===== src/rtl/sha256_block_sequencer.sv =====
// Sequences padded 512-bit blocks through an external SHA-256 compressor,
// chaining intermediate hashes and presenting the final digest on a valid/ready port.
module sha256_block_sequencer #(
  parameter logic [255:0] IV             = 256'h6a09e667bb67ae853c6ef372a54ff53a510e527f9b05688c1f83d9ab5be0cd19,
  parameter int unsigned  TIMEOUT_CYCLES = 64
) (
  input  logic         clk,
  input  logic         rst_n,
  input  logic         blk_valid,
  output logic         blk_ready,
  input  logic [511:0] blk_data,
  input  logic         blk_last,
  output logic         digest_valid,
  input  logic         digest_ready,
  output logic [255:0] digest,
  output logic         busy,
  output logic         err_timeout,
  output logic         core_start,
  output logic [511:0] core_block,
  output logic [255:0] core_hash_in,
  input  logic         core_ready,
  input  logic         core_done,
  input  logic [255:0] core_hash
);

  localparam int unsigned BLK_W  = 512;
  localparam int unsigned HASH_W = 256;
  localparam int unsigned ENT_W  = BLK_W + 1;
  localparam int unsigned TMO_W  = $clog2(TIMEOUT_CYCLES) + 1;

  typedef enum logic [1:0] {S_IDLE, S_WAIT, S_OUT, S_ERR} state_e;

  state_e             state_q, state_d;
  logic [ENT_W-1:0]   fifo_q [2];
  logic               wr_ptr_q, wr_ptr_d;
  logic               rd_ptr_q, rd_ptr_d;
  logic [1:0]         count_q, count_d;
  logic [HASH_W-1:0]  h_q, h_d;
  logic [HASH_W-1:0]  digest_q, digest_d;
  logic [HASH_W-1:0]  hash_in_q, hash_in_d;
  logic [BLK_W-1:0]   block_q, block_d;
  logic               start_q, start_d;
  logic               dvalid_q, dvalid_d;
  logic               err_q, err_d;
  logic               last_q, last_d;
  logic [TMO_W-1:0]   tmo_q, tmo_d;
  logic               push, pop, fifo_empty, fifo_full;

  assign fifo_empty = (count_q == 2'd0);
  assign fifo_full  = (count_q == 2'd2);
  assign blk_ready  = !fifo_full && (state_q != S_ERR);
  assign busy       = (state_q != S_IDLE) || !fifo_empty;
  assign push       = blk_valid && blk_ready;
  assign pop        = (state_q == S_IDLE) && !fifo_empty && core_ready;

  assign digest       = digest_q;
  assign digest_valid = dvalid_q;
  assign err_timeout  = err_q;
  assign core_start   = start_q;
  assign core_block   = block_q;
  assign core_hash_in = hash_in_q;

  // FIFO storage carries no reset; occupancy is tracked by count_q
  always_ff @(posedge clk) begin
    if (push) fifo_q[wr_ptr_q] <= {blk_last, blk_data};
  end

  always_ff @(posedge clk) begin
    if (!rst_n) begin
      state_q   <= S_IDLE;
      wr_ptr_q  <= 1'b0;
      rd_ptr_q  <= 1'b0;
      count_q   <= 2'd0;
      h_q       <= IV;
      digest_q  <= '0;
      hash_in_q <= '0;
      block_q   <= '0;
      start_q   <= 1'b0;
      dvalid_q  <= 1'b0;
      err_q     <= 1'b0;
      last_q    <= 1'b0;
      tmo_q     <= '0;
    end else begin
      state_q   <= state_d;
      wr_ptr_q  <= wr_ptr_d;
      rd_ptr_q  <= rd_ptr_d;
      count_q   <= count_d;
      h_q       <= h_d;
      digest_q  <= digest_d;
      hash_in_q <= hash_in_d;
      block_q   <= block_d;
      start_q   <= start_d;
      dvalid_q  <= dvalid_d;
      err_q     <= err_d;
      last_q    <= last_d;
      tmo_q     <= tmo_d;
    end
  end

  always_comb begin
    state_d   = state_q;
    wr_ptr_d  = wr_ptr_q;
    rd_ptr_d  = rd_ptr_q;
    count_d   = count_q;
    h_d       = h_q;
    digest_d  = digest_q;
    hash_in_d = hash_in_q;
    block_d   = block_q;
    start_d   = 1'b0;
    dvalid_d  = dvalid_q;
    err_d     = err_q;
    last_d    = last_q;
    tmo_d     = tmo_q;

    if (push) wr_ptr_d = ~wr_ptr_q;
    if (pop)  rd_ptr_d = ~rd_ptr_q;
    case ({push, pop})
      2'b10:   count_d = count_q + 2'd1;
      2'b01:   count_d = count_q - 2'd1;
      default: count_d = count_q;
    endcase

    unique case (state_q)
      S_IDLE: begin
        if (pop) begin
          {last_d, block_d} = fifo_q[rd_ptr_q];
          hash_in_d = h_q;
          start_d   = 1'b1;
          tmo_d     = '0;
          state_d   = S_WAIT;
        end
      end
      S_WAIT: begin
        // a done in the final allowed cycle takes priority over the timeout
        if (core_done) begin
          h_d = core_hash;
          if (last_q) begin
            digest_d = core_hash;
            dvalid_d = 1'b1;
            state_d  = S_OUT;
          end else begin
            state_d = S_IDLE;
          end
        end else begin
          tmo_d = tmo_q + TMO_W'(1);
          if (tmo_d == TMO_W'(TIMEOUT_CYCLES)) begin
            err_d   = 1'b1;
            state_d = S_ERR;
          end
        end
      end
      S_OUT: begin
        if (digest_ready) begin
          dvalid_d = 1'b0;
          h_d      = IV;
          state_d  = S_IDLE;
        end
      end
      S_ERR: begin
        state_d = S_ERR;
      end
      default: state_d = S_IDLE;
    endcase
  end

endmodule

===== config.mk =====
export PLATFORM = sky130hd
export DESIGN_NAME = sha256_block_sequencer
export DESIGN_NICKNAME = d
export VERILOG_FILES = /design/src/rtl/sha256_block_sequencer.sv
export SDC_FILE = /design/constraint.sdc
export NUM_CORES = 2
export LEC_CHECK = 0
export ABC_AREA = 0
export CORE_AREA = 2 2 705 707
export DETAILED_ROUTE_END_ITERATION = 8
export DIE_AREA = 0 0 707 709
export DONT_BUFFER_PORTS = 1
export PLACE_DENSITY = 0.3
export SETUP_SLACK_MARGIN = 0.2
export SYNTH_ARGS = -nofsm -noshare
export SYNTH_HDL_FRONTEND = slang
export SYNTH_SLANG_ARGS = --single-unit

===== constraint.sdc =====
create_clock -name clk -period 33.5 [get_ports clk]
set_input_delay 6.7 -clock clk [delete_from_list [all_inputs] [get_ports clk]]
set_output_delay 6.7 -clock clk [all_outputs]
set_load 0.05 [all_outputs]

==> impl_metrics.py <==
metrics = {
    "status": {
        "status": "completed",
    },
    "clock_tree": {
        "cts.hold.buffers_added": 0,
        "clock_sinks": 2323,
        "clk-insertion-delay-late_ps": 940,
        "cts_buffer_depth": 4,
        "post-cts-setup-buffers": 0,
        "ctsResizeCount": 0,
        "numCtsBuffers": 296,
        "cts_htree_levels": 5,
        "cts_root_buf": "clkbuf_16",
        "cts_tree": "yes",
        "path_clk_slew_ps": 60,
    },
    "place": {
        "portBuffers": 0,
        "hpwl_um": 267000,
        "gp_congestion": 0.878,
    },
    "timing": {
        "maxSlewViolCount": 0,
        "timing.hold.ws_ps": 436,
        "fin_worst_skew_ps": 64.3,
        "slew_headroom_pct": 12.1,
        "fin_crit_sh_pct": 31.6,
        "setup_viol": 0,
        "period_minus_slack_ps": 10580,
        "rsz0062_at_grt": "no",
        "finalSetupTns_ps": 0,
        "fmax_ghz": 0.0945,
        "hold_violations": 0,
        "tightest_slew_ps": 1320,
    },
    "floorplan": {
        "fp.dieH_um": 709,
        "core_um2": 493000,
        "start_util_pct": 16.7,
        "die_w_um": 707,
        "ios": 1804,
        "num_rows": 258,
        "die-area_um2": 501000,
    },
    "routing": {
        "drt-total-wl_um": 369000,
        "drc": 0,
        "dr_wl_met2_um": 199000,
        "drt_iter0_markers": 2842,
        "wl_met3_um": 40100,
        "top_layer": "met5",
        "vias": 50700,
        "drt-pass1-iter-count": 5,
        "ant_nets": 0,
        "wl_per_cell_um": 27.9,
        "m1WireLength_um": 117000,
        "via_per_inst": 3.84,
    },
    "logic_synthesis": {
        "synth_edf_count": 1026,
        "yosysUniqueCellTypes": 43,
        "netlist_area_um2": 82500,
        "synthCells": 6483,
        "synthArstFlopShare_pct": 0,
        "synthFlopType": "dfxtp_1",
        "seq_area_frac_synth_pct": 68.8,
        "syn_area_per_cell_um2": 12.7,
        "syn_nets": 7260,
        "ys_seq_elements": 2323,
        "ys.warnings.count": 0,
    },
    "setup_path": {
        "crit_type": "input pin to flip-flop",
        "worstPathRequired_ps": 34350,
        "crit_start": "rst_n",
        "crit_path_start_kind": "input pin",
        "critPathMaxFanout": 172,
        "crit_arrival_ps": 11430,
        "r2r_cells": 8,
        "r2r-start": "count_q[0]$_SDFFE_PN0P_",
        "r2r_slack_ps": 28720,
        "r2r-end": "core_block[380]$_SDFFE_PN0P_",
        "endpoint_kind": "flip-flop",
    },
    "power": {
        "ir_drop_mv": 0.0438,
        "powerDensity_nw_per_um2": 95.0,
        "finalPower_w": 0.00943,
        "p_leak_nw": 36.7,
    },
    "global_route": {
        "overflow": 0,
        "grt_pass1_wl_um": 482000,
        "grt_max_degree": 226,
        "antenna_found_initial": 118,
        "grt_use_total_pct": 14.0,
        "grt_pass1_vias": 50200,
    },
    "min_path": {
        "holdPathStages": 2,
        "hp-class": "flip-flop to flip-flop",
        "whs_endpoint": "core_hash_in[164]$_SDFFE_PN0P_",
        "min_from": "h_q[164]$_SDFFE_PN1P_",
    },
    "layout": {
        "fin_nets": 7154,
        "drive_above_1_share_pct": 8.26,
        "area_growth_pct": 20.4,
    },
    "flow_run": {
        "max_cap_violations": 0,
    },
}
==> worst max-delay path, cell delays in order <==
cell and delay, ps:
buf_16 520, buf_4 760, buf_4 750, buf_4 550, buf_4 690, buf_4 880
a21boi_1 270
==> synth_stat cells (all sizes together) (3+ instances only) <==
library cell	number	area, um2
nand2	1682	6310
dfxtp	1297	26000
edfxtp	1026	30800
mux2i	516	5160
a21boi	515	3870
o211a	514	5140
buf	259	1390
clkbuf	227	852
o22ai	136	851
nor2b	123	769
a22oi	121	908
nand3	8	52.6
o21ai	8	40.0
and2	7	43.8
inv	6	22.5
nor2	6	30.0
o21a	4	30.0
a21oi	3	15.0
a31oi	3	18.8
xnor2	3	26.3
==> placed cells by master (no fill, tap or decap), drive strengths merged, types with 71 or more instances in the layout <==
master / synthesis / routed
o22ai: 136 / 136
o211a: 514 / 514
diode: 0 / 87
clkbuf: 227 / 435
buf: 259 / 82
edfxtp: 1026 / 1026
nand2: 1682 / 1682
mux2i: 516 / 516
clkinv: 0 / 71
a21boi: 515 / 515
nor2b: 123 / 123
a22oi: 121 / 121
dfxtp: 1297 / 1297
==> layer usage <==
metal | vias to the layer above | GRT usage (%)
met5 | - | 0
met4 | 118 | 4.37
met3 | 578 | 6.70
met2 | 1581 | 26.9
met1 | 25400 | 12.9
li1 | 23100 | -
==> report_power, final <==
| part | internal [W] | switching, W |
|---|---|---|
| clock | 0.00190 | 0.00135 |
| combinational | 0.000452 | 0.000830 |
| sequential | 0.00347 | 0.00142 |
| total | 0.00583 | 0.00360 |
==> layout make-up <==
class	instances	area, um2
clock inverters	112	1330
clock buffers	435	8540
fillers	52900	394000
flip-flops and latches	2323	56800
diodes	87	218
repair buffers	82	773
well taps	6500	8130
inverters	6	30.0
multi-input cells	3668	23500
==> worst max path at each step <==
stage          slack (ps)  cells past startpoint                              to
6_report            22920                      7        digest[139]$_SDFFE_PN0P_
5_1_grt             22560                      7  core_hash_in[173]$_SDFFE_PN0P_
2_1_floorplan        3790                      3           wr_ptr_q$_SDFFE_PN0P_
4_1_cts             23020                      7  core_hash_in[173]$_SDFFE_PN0P_
3_5_place_dp        21990                      7  core_hash_in[159]$_SDFFE_PN0P_
3_3_place_gp        22030                      7  core_hash_in[145]$_SDFFE_PN0P_
==> through the flow <==
step	instance area [um2]	util (%)	worst slack, ps	cells
final	99300	20.1	22920	13200
after global routing	99100	20.1	22560	13200
after CTS	99100	20.1	23020	13100
after detailed placement	89200	18.1	21990	12600
after global placement	89200	18.1	22030	12600
after floorplan	82500	-	3790	6483
==> sequential cells by signal (all words and copies together) (netlist names) <==
register,flops
core_hash_in,256
tmo_q,7
err_timeout,1
core_block,512
wr_ptr_q,1
rd_ptr_q,1
fifo_q,1026
digest,256
digest_valid,1
h_q,256
core_start,1
last_q,1
state_q,2
count_q,2
==> kinds of logic (layout without fill, tap and decap cells) <==
logic type / count (synthesis) / after routing / share of synthesized area, %
AO/OA/AOI/OAI: 1308 / 1308 / 13.2
AND/OR/NAND/NOR: 1839 / 1839 / 8.86
buffers and inverters: 492 / 635 / 2.75
XOR/XNOR: 3 / 3 / 0.0319
flip-flops: 2323 / 2323 / 68.8
multiplexers: 516 / 516 / 6.26
adder cells (fa/ha/maj): 2 / 2 / 0.0303
other: 0 / 87 / 0
Power figures use the tool's default switching activity.
